<file path="src/rtl/mips_ctrl_pkg.sv">
// ============================================================================
// Module   : mips_ctrl_pkg
// Brief    : Opcodes, ALU op codes, trap causes, FSM states and control word
//            shared by the MIPS-lite multi-cycle controller.
// Revision : 1.0 - initial release
// ============================================================================
`default_nettype none

package mips_ctrl_pkg;

    localparam logic [5:0] c_op_r   = 6'b000000;
    localparam logic [5:0] c_op_ori = 6'b001101;
    localparam logic [5:0] c_op_lw  = 6'b100011;
    localparam logic [5:0] c_op_sw  = 6'b101011;
    localparam logic [5:0] c_op_beq = 6'b000100;
    localparam logic [5:0] c_op_jal = 6'b000011;

    localparam logic [1:0] c_alu_add   = 2'b00;
    localparam logic [1:0] c_alu_sub   = 2'b01;
    localparam logic [1:0] c_alu_or    = 2'b10;
    localparam logic [1:0] c_alu_funct = 2'b11;

    localparam logic [1:0] c_cause_none    = 2'b00;
    localparam logic [1:0] c_cause_illegal = 2'b01;
    localparam logic [1:0] c_cause_imem    = 2'b10;
    localparam logic [1:0] c_cause_dmem    = 2'b11;

    typedef enum logic [2:0] {
        S_FETCH  = 3'd0,
        S_DECODE = 3'd1,
        S_EXEC   = 3'd2,
        S_MEM    = 3'd3,
        S_WB     = 3'd4,
        S_JAL    = 3'd5,
        S_TRAP   = 3'd6
    } state_t;

    // Static per-opcode controls; the FSM decides in which state each applies.
    typedef struct packed {
        logic       legal;
        logic       reg_dst;
        logic       alu_src;
        logic       extend_op;
        logic       write_reg_mux;
        logic [1:0] alu_op;
    } ctrl_word_t;

endpackage

`default_nettype wire

</file>
<file path="src/rtl/multicycle_controller_if.sv">
// ============================================================================
// Module   : multicycle_controller_if
// Brief    : Controller <-> datapath/memory signal bundle with modports.
// Revision : 1.0 - initial release
// ============================================================================
`default_nettype none

interface multicycle_controller_if #(
    parameter int ALU_OP_W = 2
) ();
    logic [5:0]          op;
    logic                imem_ready;
    logic                dmem_ready;
    logic                imem_req;
    logic                ir_write;
    logic                pc_write;
    logic                pc_write_cond;
    logic                jmp;
    logic                dmem_req;
    logic                mem_write;
    logic                reg_write;
    logic                reg_dst;
    logic                write_reg_mux;
    logic                link;
    logic                alu_src;
    logic                extend_op;
    logic [ALU_OP_W-1:0] alu_op;
    logic                instr_done;
    logic                trap;
    logic [1:0]          trap_cause;

    modport master (
        input  op, imem_ready, dmem_ready,
        output imem_req, ir_write, pc_write, pc_write_cond, jmp, dmem_req,
               mem_write, reg_write, reg_dst, write_reg_mux, link, alu_src,
               extend_op, alu_op, instr_done, trap, trap_cause
    );

    modport slave (
        output op, imem_ready, dmem_ready,
        input  imem_req, ir_write, pc_write, pc_write_cond, jmp, dmem_req,
               mem_write, reg_write, reg_dst, write_reg_mux, link, alu_src,
               extend_op, alu_op, instr_done, trap, trap_cause
    );
endinterface

`default_nettype wire

</file>
<file path="src/rtl/multicycle_controller_op_decode.sv">
// ============================================================================
// Module   : op_decode
// Brief    : Combinational opcode to static control word mapping.
// Revision : 1.0 - initial release
// ============================================================================
`default_nettype none

module op_decode
    import mips_ctrl_pkg::*;
(
    input  wire logic [5:0] i_op,
    output ctrl_word_t      o_word
);

    always_comb begin
        o_word = '0;
        case (i_op)
            c_op_r: begin
                o_word.legal   = 1'b1;
                o_word.reg_dst = 1'b1;
                o_word.alu_op  = c_alu_funct;
            end
            c_op_ori: begin
                o_word.legal   = 1'b1;
                o_word.alu_src = 1'b1;
                o_word.alu_op  = c_alu_or;
            end
            c_op_lw: begin
                o_word.legal         = 1'b1;
                o_word.alu_src       = 1'b1;
                o_word.extend_op     = 1'b1;
                o_word.write_reg_mux = 1'b1;
                o_word.alu_op        = c_alu_add;
            end
            c_op_sw: begin
                o_word.legal     = 1'b1;
                o_word.alu_src   = 1'b1;
                o_word.extend_op = 1'b1;
                o_word.alu_op    = c_alu_add;
            end
            c_op_beq: begin
                o_word.legal  = 1'b1;
                o_word.alu_op = c_alu_sub;
            end
            c_op_jal: begin
                o_word.legal = 1'b1;
            end
            default: o_word = '0;
        endcase
    end

endmodule

`default_nettype wire

</file>
<file path="src/rtl/multicycle_controller.sv">
// ============================================================================
// Module   : multicycle_controller
// Brief    : MIPS-lite multi-cycle control FSM with ready stalls and traps.
// Revision : 1.0 - initial release
// ============================================================================
`default_nettype none

module multicycle_controller
    import mips_ctrl_pkg::*;
#(
    parameter int ALU_OP_W   = 2,
    parameter int WAIT_LIMIT = 16,
    parameter int CNT_W      = 5
) (
    input  wire logic               clk,
    input  wire logic               rst,
    multicycle_controller_if.master bus
);

    localparam logic                c_timeout_en = (WAIT_LIMIT != 0);
    localparam logic [CNT_W-1:0]    c_wait_limit = CNT_W'(WAIT_LIMIT);

    state_t             r_state;
    state_t             w_state_next;
    logic [5:0]         r_op_q;
    logic [CNT_W-1:0]   r_wait_cnt;
    logic [CNT_W-1:0]   w_wait_inc;
    logic [1:0]         r_trap_cause;
    logic [1:0]         w_trap_cause_next;
    logic [5:0]         w_dec_op;
    logic               w_wait;
    logic               w_limit_hit;
    ctrl_word_t         w_word;

    // DECODE judges the live opcode; later states use the captured copy.
    assign w_dec_op = (r_state == S_DECODE) ? bus.op : r_op_q;

    op_decode u_op_decode (
        .i_op   (w_dec_op),
        .o_word (w_word)
    );

    assign w_wait = ((r_state == S_FETCH) && !bus.imem_ready) ||
                    ((r_state == S_MEM)   && !bus.dmem_ready);
    assign w_wait_inc  = r_wait_cnt + 1'b1;
    assign w_limit_hit = c_timeout_en && w_wait && (w_wait_inc == c_wait_limit);

    always_ff @(posedge clk) begin
        if (rst) begin
            r_state      <= S_FETCH;
            r_op_q       <= '0;
            r_wait_cnt   <= '0;
            r_trap_cause <= c_cause_none;
        end else begin
            r_state      <= w_state_next;
            r_trap_cause <= w_trap_cause_next;
            if (r_state == S_DECODE) begin
                r_op_q <= bus.op;
            end
            if (w_state_next != r_state) begin
                r_wait_cnt <= '0;
            end else if (w_wait) begin
                r_wait_cnt <= w_wait_inc;
            end
        end
    end

    always_comb begin
        w_state_next      = r_state;
        w_trap_cause_next = r_trap_cause;
        bus.imem_req      = 1'b0;
        bus.ir_write      = 1'b0;
        bus.pc_write      = 1'b0;
        bus.pc_write_cond = 1'b0;
        bus.jmp           = 1'b0;
        bus.dmem_req      = 1'b0;
        bus.mem_write     = 1'b0;
        bus.reg_write     = 1'b0;
        bus.reg_dst       = 1'b0;
        bus.write_reg_mux = 1'b0;
        bus.link          = 1'b0;
        bus.alu_src       = 1'b0;
        bus.extend_op     = 1'b0;
        bus.alu_op        = '0;
        bus.instr_done    = 1'b0;
        bus.trap          = 1'b0;
        bus.trap_cause    = c_cause_none;

        if (!rst) begin
            case (r_state)
                S_FETCH: begin
                    bus.imem_req = 1'b1;
                    if (bus.imem_ready) begin
                        bus.ir_write = 1'b1;
                        bus.pc_write = 1'b1;
                        w_state_next = S_DECODE;
                    end else if (w_limit_hit) begin
                        w_state_next      = S_TRAP;
                        w_trap_cause_next = c_cause_imem;
                    end
                end
                S_DECODE: begin
                    if (!w_word.legal) begin
                        w_state_next      = S_TRAP;
                        w_trap_cause_next = c_cause_illegal;
                    end else if (w_dec_op == c_op_jal) begin
                        w_state_next = S_JAL;
                    end else begin
                        w_state_next = S_EXEC;
                    end
                end
                S_EXEC: begin
                    bus.alu_src   = w_word.alu_src;
                    bus.extend_op = w_word.extend_op;
                    bus.alu_op    = ALU_OP_W'(w_word.alu_op);
                    if (r_op_q == c_op_beq) begin
                        bus.pc_write_cond = 1'b1;
                        bus.instr_done    = 1'b1;
                        w_state_next      = S_FETCH;
                    end else if ((r_op_q == c_op_lw) || (r_op_q == c_op_sw)) begin
                        w_state_next = S_MEM;
                    end else begin
                        w_state_next = S_WB;
                    end
                end
                S_MEM: begin
                    bus.dmem_req  = 1'b1;
                    bus.mem_write = (r_op_q == c_op_sw);
                    if (bus.dmem_ready) begin
                        if (r_op_q == c_op_sw) begin
                            bus.instr_done = 1'b1;
                            w_state_next   = S_FETCH;
                        end else begin
                            w_state_next = S_WB;
                        end
                    end else if (w_limit_hit) begin
                        w_state_next      = S_TRAP;
                        w_trap_cause_next = c_cause_dmem;
                    end
                end
                S_WB: begin
                    bus.reg_write     = 1'b1;
                    bus.instr_done    = 1'b1;
                    bus.reg_dst       = w_word.reg_dst;
                    bus.write_reg_mux = w_word.write_reg_mux;
                    w_state_next      = S_FETCH;
                end
                S_JAL: begin
                    bus.jmp        = 1'b1;
                    bus.pc_write   = 1'b1;
                    bus.reg_write  = 1'b1;
                    bus.link       = 1'b1;
                    bus.instr_done = 1'b1;
                    w_state_next   = S_FETCH;
                end
                S_TRAP: begin
                    bus.trap       = 1'b1;
                    bus.trap_cause = r_trap_cause;
                end
                default: w_state_next = S_FETCH;
            endcase
        end
    end

endmodule

`default_nettype wire
</file>
<file path="src/flat_wrapper.sv">
// flat-port wrapper written by rule: the top's interface ports become plain ports
module multicycle_controller_flat import mips_ctrl_pkg::*;
#(
    parameter int ALU_OP_W   = 2,
    parameter int WAIT_LIMIT = 16,
    parameter int CNT_W      = 5
)
  (clk, rst, bus_op, bus_imem_ready, bus_dmem_ready, bus_imem_req, bus_ir_write, bus_pc_write, bus_pc_write_cond, bus_jmp, bus_dmem_req, bus_mem_write, bus_reg_write, bus_reg_dst, bus_write_reg_mux, bus_link, bus_alu_src, bus_extend_op, bus_alu_op, bus_instr_done, bus_trap, bus_trap_cause);
  multicycle_controller_if #(.ALU_OP_W(ALU_OP_W)) bus_i ();
  input  wire logic clk;
  input  wire logic rst;
  input wire logic [$bits(bus_i.op)-1:0] bus_op;
  input wire logic [$bits(bus_i.imem_ready)-1:0] bus_imem_ready;
  input wire logic [$bits(bus_i.dmem_ready)-1:0] bus_dmem_ready;
  output wire logic [$bits(bus_i.imem_req)-1:0] bus_imem_req;
  output wire logic [$bits(bus_i.ir_write)-1:0] bus_ir_write;
  output wire logic [$bits(bus_i.pc_write)-1:0] bus_pc_write;
  output wire logic [$bits(bus_i.pc_write_cond)-1:0] bus_pc_write_cond;
  output wire logic [$bits(bus_i.jmp)-1:0] bus_jmp;
  output wire logic [$bits(bus_i.dmem_req)-1:0] bus_dmem_req;
  output wire logic [$bits(bus_i.mem_write)-1:0] bus_mem_write;
  output wire logic [$bits(bus_i.reg_write)-1:0] bus_reg_write;
  output wire logic [$bits(bus_i.reg_dst)-1:0] bus_reg_dst;
  output wire logic [$bits(bus_i.write_reg_mux)-1:0] bus_write_reg_mux;
  output wire logic [$bits(bus_i.link)-1:0] bus_link;
  output wire logic [$bits(bus_i.alu_src)-1:0] bus_alu_src;
  output wire logic [$bits(bus_i.extend_op)-1:0] bus_extend_op;
  output wire logic [$bits(bus_i.alu_op)-1:0] bus_alu_op;
  output wire logic [$bits(bus_i.instr_done)-1:0] bus_instr_done;
  output wire logic [$bits(bus_i.trap)-1:0] bus_trap;
  output wire logic [$bits(bus_i.trap_cause)-1:0] bus_trap_cause;
  assign bus_i.op = bus_op;
  assign bus_i.imem_ready = bus_imem_ready;
  assign bus_i.dmem_ready = bus_dmem_ready;
  assign bus_imem_req = bus_i.imem_req;
  assign bus_ir_write = bus_i.ir_write;
  assign bus_pc_write = bus_i.pc_write;
  assign bus_pc_write_cond = bus_i.pc_write_cond;
  assign bus_jmp = bus_i.jmp;
  assign bus_dmem_req = bus_i.dmem_req;
  assign bus_mem_write = bus_i.mem_write;
  assign bus_reg_write = bus_i.reg_write;
  assign bus_reg_dst = bus_i.reg_dst;
  assign bus_write_reg_mux = bus_i.write_reg_mux;
  assign bus_link = bus_i.link;
  assign bus_alu_src = bus_i.alu_src;
  assign bus_extend_op = bus_i.extend_op;
  assign bus_alu_op = bus_i.alu_op;
  assign bus_instr_done = bus_i.instr_done;
  assign bus_trap = bus_i.trap;
  assign bus_trap_cause = bus_i.trap_cause;
  multicycle_controller #(.ALU_OP_W(ALU_OP_W), .WAIT_LIMIT(WAIT_LIMIT), .CNT_W(CNT_W)) u_core (.clk(clk), .rst(rst), .bus(bus_i));
endmodule
</file>
<file path="config.mk">
export PLATFORM = sky130hd
export DESIGN_NAME = multicycle_controller_flat
export DESIGN_NICKNAME = d
export VERILOG_FILES = /design/src/rtl/mips_ctrl_pkg.sv /design/src/rtl/multicycle_controller_if.sv /design/src/rtl/multicycle_controller_op_decode.sv /design/src/rtl/multicycle_controller.sv /design/src/flat_wrapper.sv
export SDC_FILE = /design/constraint.sdc
export NUM_CORES = 1
export LEC_CHECK = 0
export BUFFER_PORTS_ARGS = -buffer_cell sky130_fd_sc_hd__buf_4
export CAP_MARGIN = 10
export CORE_UTILIZATION = 45
export DETAILED_ROUTE_END_ITERATION = 12
export GPL_TIMING_DRIVEN = 0
export PLACE_DENSITY = 0.74
export SLEW_MARGIN = 20
export SYNTH_ARGS = -nofsm -noshare
export SYNTH_HDL_FRONTEND = slang
export SYNTH_SLANG_ARGS = --single-unit
export TNS_END_PERCENT = 100
</file>
<file path="constraint.sdc">
create_clock -name clk -period 3.35 [get_ports clk]
set_clock_uncertainty 0.05 [all_clocks]
set_input_delay 0.1675 -clock clk [delete_from_list [all_inputs] [get_ports clk]]
set_output_delay 0.1675 -clock clk [all_outputs]
set_load 0.05 [all_outputs]
</file>
==> results.py <==
metrics = {
    "timing": {
        "maxSlewHeadroom_pct": 64.4,
        "worst_pin_slew_ns": 0.529,
        "fin_crit_ns": 2.27,
        "rsz0062_at_grt": "no",
        "slew_viol_final": 0,
        "fmax_ghz": 0.441,
        "setup_viol": 0,
        "finalHoldViolCount": 0,
        "fin_tns_setup_ns": 0,
        "min_period_over_period_pct": 67.6,
    },
    "cts": {
        "clock_sinks": 16,
        "cts_resized": 0,
        "worstSkewPairLatency_ns": 0.29,
        "htree_levels": 1,
        "clock-root-buffer": "clkbuf_4",
        "cts_tree": "done",
        "clk_pin_slew_worst_paths_ns": 0.10,
        "numCtsBuffers": 3,
        "ctsHoldBuffers": 0,
        "post_cts_buffers": 0,
        "cts_buffer_depth": 2,
    },
    "detailed_routing": {
        "ant_nets": 0,
        "wire_per_inst_um": 14.1,
        "finalWirelength_um": 3170,
        "drt_pass1_iterations": 4,
        "drt_iter0_drc": 85,
        "via_per_inst": 5.88,
        "vias": 1322,
        "drc": 0,
    },
    "die": {
        "start_util_pct": 48.7,
        "die_area_sq_um": 2970,
        "die_x_um": 54.5,
        "dieHeight_um": 54.5,
        "ios": 29,
        "num_rows": 18,
        "core_area_sq_um": 2540,
    },
    "placement": {
        "globalplace.congestion": 0.874,
        "dp_hpwl_um": 2450,
        "port-buffer-count": 28,
    },
    "critical_path": {
        "required_ns": 3.13,
        "reg2reg_depth": 7,
        "worst_setup_path_end_kind": "output port",
        "cp.depth": 6,
        "path_max_fanout": 10,
        "path_cells": "buf_4 > nor3b_1 > buf_2 > a21oi_1 > nor4b_1 > buf_4",
        "start_kind": "register",
        "crit_start": "u_core.r_state[1]",
        "worstReg2RegEnd": "u_core.r_wait_cnt[3]",
        "worst-setup-path-type": "register to output port",
        "crit_end": "bus_write_reg_mux",
        "cp_top_family": "buffers and inverters",
        "crit_buf_inv": 3,
        "r2r_slack_ns": 1.40,
        "cpMostUsedCell": "buf_4",
        "cpMaxStageDelayCell": "dfxtp_1",
        "r2r_start": "u_core.r_wait_cnt[0]",
        "max_stage_delay_ns": 0.35,
        "arrival_ns": 2.05,
    },
    "synth": {
        "synth_warnings": 0,
        "synthArstFlopShare_pct": 0,
        "synth_edf_count": 0,
        "synth_ff_type": "dfxtp_1",
        "netlist_area_sq_um": 1240,
        "synth_fp_nets": 175,
        "avgSynthCellArea_sq_um": 7.61,
        "synthCells": 163,
        "yosysSeqAreaShare_pct": 25.8,
        "ys_seq_elements": 16,
        "ys_types": 52,
    },
    "grt": {
        "grt_max_degree": 11,
        "overflow": 0,
        "grt_pass1_wl_um": 5020,
        "antenna_found_initial": 0,
        "grt_pass1_vias": 1136,
        "gr-usage-all-layers_pct": 23.5,
    },
    "job": {
        "maxCapViolations": 0,
    },
    "power": {
        "total_leakage_power_nw": 0.608,
        "total_power_mw": 0.552,
        "vdd_ir_drop_max_v": 0.000223,
        "power.density_nw_per_um2": 362,
    },
    "layout": {
        "nets": 208,
        "drive_gt1_share_pct": 25.6,
        "area_delta_synth_final_pct": 22.9,
        "multi_input_area_sq_um": 862,
        "fill_cells": 238,
        "n_antenna_cell": 0,
        "seqCellArea_sq_um": 320,
    },
    "outcome": {
        "outcome": "completed",
    },
    "hold_path": {
        "hp-class": "input port to register",
    },
}
## how the worst min path moves through the flow
stage	startpoint	slack [ns]	depth (start not counted)	endpoint
after global routing	bus_op[1]	0.09	3	u_core.r_op_q[1]
after CTS	bus_op[1]	0.07	3	u_core.r_op_q[1]
final	bus_op[1]	0.08	3	u_core.r_op_q[1]
after detailed placement	bus_op[1]	0.39	3	u_core.r_op_q[1]
after floorplan	bus_op[4]	0.25	2	u_core.r_op_q[4]
after global placement	bus_op[1]	0.39	3	u_core.r_op_q[1]
## state kept, by name, indices dropped and copies added (netlist names)
signal,cells
u_core.r_state,3
u_core.r_op_q,6
u_core.r_wait_cnt,5
u_core.r_trap_cause,2
## cell usage after synthesis (2+ instances only)
cell | instances | area, sq um
nor2_1 | 14 | 52.6
nor3_1 | 12 | 60.1
inv_1 | 2 | 7.51
nor2b_1 | 2 | 12.5
nand4b_1 | 3 | 26.3
dfxtp_1 | 16 | 320
nor4_1 | 4 | 25.0
nand3b_1 | 4 | 30.0
nor3b_1 | 2 | 15.0
xnor2_1 | 3 | 26.3
clkbuf_1 | 3 | 11.3
and3_1 | 2 | 12.5
buf_4 | 2 | 15.0
a21oi_1 | 16 | 80.1
nand3_1 | 4 | 20.0
xor2_1 | 2 | 17.5
and2_1 | 4 | 25.0
o311ai_1 | 2 | 17.5
nor4b_1 | 2 | 17.5
o22ai_1 | 2 | 12.5
or2_2 | 2 | 12.5
nand2_1 | 21 | 78.8
ha_1 | 2 | 25.0
nand2b_1 | 6 | 37.5
buf_2 | 4 | 20.0
## cell type report
| class | count | share of cell area [%] |
|---|---|---|
| Buffer | 9 | 3.04 |
| Clock buffer | 4 | 2.38 |
| Inverter | 3 | 0.739 |
| Multi-Input combinational cell | 135 | 56.6 |
| Sequential cell | 16 | 21.0 |
| Tap cell | 30 | 2.46 |
| Timing Repair Buffer | 28 | 13.8 |
## through the flow
stage | hold slack (ns) | setup WS, ns | utilization, % | cells | instance area, sq um
floorplan | 0.253 | 0.0666 | - | 163 | 1240
global placement | 0.386 | 1.44 | 58.5 | 221 | 1490
detailed placement | 0.393 | 1.40 | 58.5 | 221 | 1490
CTS | 0.0696 | 1.09 | 59.9 | 225 | 1520
global route | 0.0888 | 0.898 | 59.9 | 225 | 1520
finish | 0.0781 | 1.08 | 59.9 | 225 | 1520
## worst min-delay path, stage by stage
cell and delay [ns]:
buf_4 0.12, nand2_1 0.05, a21oi_1 0.05
## per-layer routing
layer	share of wire, %	track usage, %	wire, um	up-vias
li1	-	-	-	661
met1	46	31.4	1460	601
met2	46	36.2	1450	58
met3	7.7	4.44	243	2
met4	0.47	10.3	15	0
met5	0	0	0	-
## placed cells by master, fill, tap and decap left out, types with 2 or more instances in the layout
cell / netlist / routed
buf_4: 2 / 30
nand2_1: 21 / 21
a21oi_1: 16 / 16
dfxtp_1: 16 / 16
nor2_1: 14 / 14
nor3_1: 12 / 12
nand2b_1: 6 / 6
buf_2: 4 / 4
and2_1: 4 / 4
nor4_1: 4 / 4
nand3b_1: 4 / 4
nand3_1: 4 / 4
clkbuf_1: 3 / 3
nand4b_1: 3 / 3
xnor2_1: 3 / 3
clkbuf_4: 0 / 3
nor3b_1: 2 / 2
or2_2: 2 / 2
and3_1: 2 / 2
nor4b_1: 2 / 2
inv_1: 2 / 2
o311ai_1: 2 / 2
xor2_1: 2 / 2
nor2b_1: 2 / 2
o22ai_1: 2 / 2
ha_1: 2 / 2
## power by group
part	total [mW]	internal [mW]	switching, mW
combinational	0.204	0.0772	0.127
sequential	0.216	0.202	0.0138
clock	0.132	0.0662	0.0657
## cell families (layout without fill, tap and decap cells)
logic type	Yosys count	after routing	synth area share, %
AO/OA/AOI/OAI	33	33	19.3
XOR/XNOR	6	6	4.84
adder cells (fa/ha/maj)	2	2	2.02
buffers and inverters	12	44	4.64
flip-flops	16	16	25.8
multiplexers	1	1	0.807
AND/OR/NAND/NOR	93	93	42.6
No activity file was read; power rests on OpenSTA's default activity.
